`config.mk`:
```
export PLATFORM = sky130hd
export DESIGN_NAME = unified_mem_arbiter
export DESIGN_NICKNAME = d
export VERILOG_FILES = /design/src/rtl/unified_mem_arbiter.sv
export SDC_FILE = /design/constraint.sdc
export NUM_CORES = 1
export LEC_CHECK = 0
export BUFFER_PORTS_ARGS = -buffer_cell sky130_fd_sc_hd__buf_2
export CAP_MARGIN = 20
export CORE_AREA = 3 3 107 109
export DETAILED_ROUTE_END_ITERATION = 8
export DIE_AREA = 0 0 110 112
export PLACE_DENSITY = 0.77
export REMOVE_ABC_BUFFERS = 1
export SLEW_MARGIN = 40
export SYNTH_ARGS = -nofsm -noshare
export SYNTH_HDL_FRONTEND = slang
export SYNTH_SLANG_ARGS = --single-unit
```
`constraint.sdc`:
```
create_clock -name clk -period 1.75 [get_ports clk]
set_clock_uncertainty 0.05 [all_clocks]
set_input_delay 0.0875 -clock clk [delete_from_list [all_inputs] [get_ports clk]]
set_output_delay 0.0875 -clock clk [all_outputs]
set_load 0.03 [all_outputs]
```
`src/rtl/unified_mem_arbiter.sv`:
```
// Arbitrates one single-port unified memory between the IF fetch port and the MEM load/store port.
// Optional macro ARB_FAIRNESS_EN bounds consecutive MEM grants while IF waits (MAX_MEM_STREAK).
module unified_mem_arbiter #(
   parameter int XLEN           = 32,
   parameter int MAX_MEM_STREAK = 4
) (
   input  logic            clk,
   input  logic            rst_n,
   input  logic            if_req,
   input  logic [XLEN-1:0] if_addr,
   input  logic            if_flush,
   output logic [XLEN-1:0] if_rdata,
   output logic            if_valid,
   output logic            if_stall,
   input  logic            mem_req,
   input  logic            mem_we,
   input  logic [XLEN-1:0] mem_addr,
   input  logic [XLEN-1:0] mem_wdata,
   input  logic [3:0]      mem_be,
   output logic [XLEN-1:0] mem_rdata,
   output logic            mem_valid,
   output logic            mem_stall,
   output logic            ram_req,
   output logic            ram_we,
   output logic [XLEN-1:0] ram_addr,
   output logic [XLEN-1:0] ram_wdata,
   output logic [3:0]      ram_be,
   input  logic            ram_ready,
   input  logic [XLEN-1:0] ram_rdata
);

   typedef enum logic [1:0] {
      IDLE    = 2'd0,
      GNT_IF  = 2'd1,
      GNT_MEM = 2'd2
   } state_t;

   state_t state_r;
   logic   drop_r;
   logic   if_valid_s;
   logic   mem_valid_s;
   logic   fair_force_if_s;

   if (MAX_MEM_STREAK < 1) begin : g_bad_streak
      $error("MAX_MEM_STREAK must be >= 1");
   end

`ifdef ARB_FAIRNESS_EN
   localparam int STREAK_W = $clog2(MAX_MEM_STREAK + 1);
   localparam logic [STREAK_W-1:0] STREAK_MAX = STREAK_W'(MAX_MEM_STREAK);
   logic [STREAK_W-1:0] streak_r;
`endif

   // Completion strobes; a dropped or same-cycle-flushed fetch never reports valid
   always_comb begin
      if_valid_s  = 1'b0;
      mem_valid_s = 1'b0;
      if (state_r == GNT_IF) begin
         if_valid_s = ram_ready & ~drop_r & ~if_flush;
      end else if (state_r == GNT_MEM) begin
         mem_valid_s = ram_ready;
      end else begin
         if_valid_s  = 1'b0;
         mem_valid_s = 1'b0;
      end
   end

   // Fairness override: IF wins once MEM has used up its streak while IF waited
   always_comb begin
      fair_force_if_s = 1'b0;
`ifdef ARB_FAIRNESS_EN
      if (if_req && (streak_r == STREAK_MAX)) begin
         fair_force_if_s = 1'b1;
      end else begin
         fair_force_if_s = 1'b0;
      end
`endif
   end

   assign if_valid  = if_valid_s;
   assign mem_valid = mem_valid_s;
   assign if_rdata  = if_valid_s  ? ram_rdata : {XLEN{1'b0}};
   assign mem_rdata = mem_valid_s ? ram_rdata : {XLEN{1'b0}};
   assign if_stall  = if_req  & ~if_valid_s;
   assign mem_stall = mem_req & ~mem_valid_s;

   // Grant FSM with registered memory-side request
   always_ff @(posedge clk or negedge rst_n) begin
      if (!rst_n) begin
         state_r   <= IDLE;
         drop_r    <= 1'b0;
         ram_req   <= 1'b0;
         ram_we    <= 1'b0;
         ram_addr  <= {XLEN{1'b0}};
         ram_wdata <= {XLEN{1'b0}};
         ram_be    <= 4'h0;
`ifdef ARB_FAIRNESS_EN
         streak_r  <= {STREAK_W{1'b0}};
`endif
      end else begin
         case (state_r)
            IDLE: begin
               if (mem_req && !fair_force_if_s) begin
                  state_r   <= GNT_MEM;
                  ram_req   <= 1'b1;
                  ram_we    <= mem_we;
                  ram_addr  <= mem_addr;
                  ram_wdata <= mem_wdata;
                  ram_be    <= mem_be;
`ifdef ARB_FAIRNESS_EN
                  if (!if_req) begin
                     streak_r <= {STREAK_W{1'b0}};
                  end else if (streak_r != STREAK_MAX) begin
                     streak_r <= streak_r + STREAK_W'(1);
                  end else begin
                     streak_r <= streak_r;
                  end
`endif
               end else if (if_req) begin
                  state_r   <= GNT_IF;
                  drop_r    <= 1'b0;
                  ram_req   <= 1'b1;
                  ram_we    <= 1'b0;
                  ram_addr  <= if_addr;
                  ram_wdata <= {XLEN{1'b0}};
                  ram_be    <= 4'hF;
`ifdef ARB_FAIRNESS_EN
                  streak_r  <= {STREAK_W{1'b0}};
`endif
               end else begin
                  state_r <= IDLE;
               end
            end
            GNT_IF: begin
               // A flushed fetch cannot be aborted; it completes silently
               if (ram_ready) begin
                  state_r <= IDLE;
                  ram_req <= 1'b0;
                  drop_r  <= 1'b0;
               end else if (if_flush) begin
                  drop_r <= 1'b1;
               end else begin
                  drop_r <= drop_r;
               end
            end
            GNT_MEM: begin
               if (ram_ready) begin
                  state_r <= IDLE;
                  ram_req <= 1'b0;
               end else begin
                  state_r <= GNT_MEM;
               end
            end
            default: begin
               state_r <= IDLE;
               ram_req <= 1'b0;
               drop_r  <= 1'b0;
            end
         endcase
      end
   end

endmodule

```
==> reports/results.tsv <==
stage	metric	value	unit
die	ios	277	
setup_path	critPathRequiredTime	1.61	ns
timing	rsz0062_at_grt	true	
synth	netlist_instances	329	
worst_hold_path	holdCritStartpoint	if_addr[6]	
timing	drv_slew	0	
die	die_w	110	µm
timing	worst_slack	-0.227	ns
synth	synth_area	3530	µm²
run	drv_cap	0	
setup_path	criticalPathCategory	reg -> out	
place	dp_hpwl	8.84	mm
clock_network	cts_buffers	9	
synth	yosysTopAreaCell	dfrtp_1	
place	portBuffers	276	
routing	wl	14.3	mm
run_status	status	finished, violations left	
die	die_area	12300	µm²
grt	grt_max_degree	45	
setup_path	r2r_setup_slack	0.07	ns
routing	drt_iter0_markers	260	
routing	post-route-drc-count	0	
clock_network	cts_max_level	3	
finish	final_cells	831	
synth	yosysSeqAreaShare	0.518	
setup_path	arrival	1.84	ns
die	die_y	112	µm
setup_path	end_kind	primary output	
grt	grt_pass1_wl	20.8	mm
setup_path	reg2reg_from	state_r[0]	
routing	wl_per_cell	17.2	µm
synth	avgSynthCellArea	10.7	µm²
power	ir_worst_vdd	0.824	mV
synth	yosys-top-cells-count	dfrtp_1 (73), and2_1 (65), a22o_1 (34), nand2_1 (34), o21ai_0 (33)	
grt	grt_pass1_vias	4028	
clock_network	clock-root-buffer	clkbuf_8	
routing	viasPerCell	4.79	
clock_network	clk_latency	0.33	ns
synth	synthTopCellsByArea	dfrtp_1 (52%), and2_1 (12%), mux2i_1 (9.1%), a22o_1 (8.4%), o21ai_0 (4.7%)	
timing	setup_viol	66	
run_status	violations	negative setup slack	
place	place_ws	0.0597	ns
die	row_count	38	
grt	grt.total_usage	0.220	
setup_path	worstPathCellList	ha_2 -> nor2b_4 -> and3_4 -> buf_12 -> and2_1 -> buf_6	
finish	area_delta_synth_final	89.7	%
worst_hold_path	hp-class	in -> reg	
timing	post-route-period-util	1.13	
routing	first_pass_iters	6	
power	p_leak	3.47	nW
timing	whs	0.0158	ns
worst_hold_path	min_to	ram_addr[6]	
setup_path	critPathTopFamily	simple AND/OR/NAND/NOR gates	
routing	route.vias.total	3978	
finish	layout-drive-gt1-share	0.503	
routing	postRouteAntennaNets	0	
clock_network	cts_sinks	73	
die	start_util	0.330	
synth	synth_edf_count	0	
setup_path	crit_slowest_cell	dfrtp_1	
synth	yosysMostFrequentCell	dfrtp_1	
place	routabilityCongestion	0.869	
setup_path	startpoint_type	register	
finish	nNetsFinal	829	
power	p_per_area	1310	nW/µm²
timing	tightest_slew	0.404	ns
synth	yosys_most_used_dff	dfrtp_1	
synth	yosys.cell_types.count	27	
clock_network	path_clk_slew	0.07	ns
synth	ys.warnings.count	0	
power	finalPower	0.00880	W
synth	synth_top_area_share	0.518	
setup_path	reg2reg_to	ram_wdata[14]	
clock_network	max-clock-path-buffers	2	
timing	fmax	0.506	GHz
synth	synth-seq-cells	73	
clock_network	cts_tree	yes	
finish	fillers	802	
synth	async_flop_share	1.00	
timing	relSlewSlack	0.730	
timing	post-route-min-period	1.98	ns
setup_path	max_stage_delay	0.43	ns
setup_path	reg2reg_depth	7	
setup_path	crit_buf_inv	2	
die	core_area	10700	µm²
timing	hold_viol	0	
place	placed_cells	730	
worst_hold_path	hold_depth	3	
setup_path	critical_path.max_fanout	17	
grt	grt_overflow	0	
grt	antenna_found_initial	1	
==> metrics by stage <==
step / area (µm²) / setup TNS [ns] / utilization
after floorplan: 3390 / -52.21 / -
after global placement: 5120 / 0 / 0.479
after detailed placement: 5120 / 0 / 0.479
after CTS: 6640 / -11.32 / 0.620
after global routing: 6690 / -14.58 / 0.626
final: 6690 / -9.51 / 0.626
==> power breakdown <==
part / internal (W) / switching [W] / total, W
clock: 0.000517 / 0.000632 / 0.00115
sequential: 0.00242 / 0.000412 / 0.00283
combinational: 0.00173 / 0.00308 / 0.00482
total: 0.00467 / 0.00413 / 0.00880
==> tightest hold or removal path, stage by stage <==
cell and delay (ns):
buf_2 0.08, mux2i_1 0.07, o21ai_0 0.13
==> cells by family after synthesis <==
family                     count (synthesis)  share of synthesized area
and+or+nand+nor                          112                      0.174
AOI/OAI and AO/OA                         79                      0.158
DFF                                       73                      0.518
muxes                                     32                     0.0908
buffers and inverters                     28                     0.0415
adders and majority gates                  5                     0.0177
==> worst max path at each step <==
| stage | depth (start not counted) | start | slack (ns) | end |
|---|---|---|---|---|
| after detailed placement | 7 | state_r[1] | 0.06 | if_rdata[22] |
| final | 6 | state_r[0] | -0.23 | if_rdata[8] |
| after global routing | 6 | state_r[0] | -0.30 | if_rdata[31] |
| after floorplan | 2 | mem_req | -0.58 | ram_addr[0] |
| after global placement | 7 | state_r[0] | 0.14 | mem_rdata[23] |
| after CTS | 6 | state_r[0] | -0.19 | if_rdata[22] |
==> registers in the layout, summed over array words and instances, names as in the netlist <==
name       flops
ram_we         1
ram_req        1
ram_wdata     32
state_r        2
ram_addr      32
ram_be         4
drop_r         1
==> per-layer routing <==
| layer | share of wire | global-route usage |
|---|---|---|
| met2 | 0.52 | 0.403 |
| met1 | 0.36 | 0.229 |
| met4 | 0.039 | 0.112 |
| met5 | 0 | 0 |
| met3 | 0.081 | 0.0504 |
==> placed cells by master (no fill, tap or decap), types with 3 or more instances in the layout <==
cell type and n:
buf_2 209, dlygate4sd3_1 77, dfrtp_1 73, buf_6 66, and2_1 39, a22o_1 34
nand2_1 33, o21ai_0 33, mux2i_1 32, and2_4 26, clkbuf_8 9, buf_4 9
buf_12 7, o22a_1 4, nor2_1 3, nor2b_1 3, ha_4 3
==> repair_timing <==
action	CTS	global route
setup endpoints to repair	66	89
endpoints found under the hold margin	86	0
resized for setup	147	31
cloned	2	0
hold buffers	77	0
buffers inserted	5	2
pin swaps	1	3
==> cell type report <==
type,count,area [µm²],area share
timing repair buffer,370,2810,0.420
sequential,73,1830,0.273
multi-input combinational,228,1700,0.254
tap,140,175,0.0262
clock buffer,10,128,0.0191
clock inverter,6,42.5,0.00636
inverter,3,11.3,0.00168
antenna,1,2.50,0.000374
(Power assumes the default switching activity.)
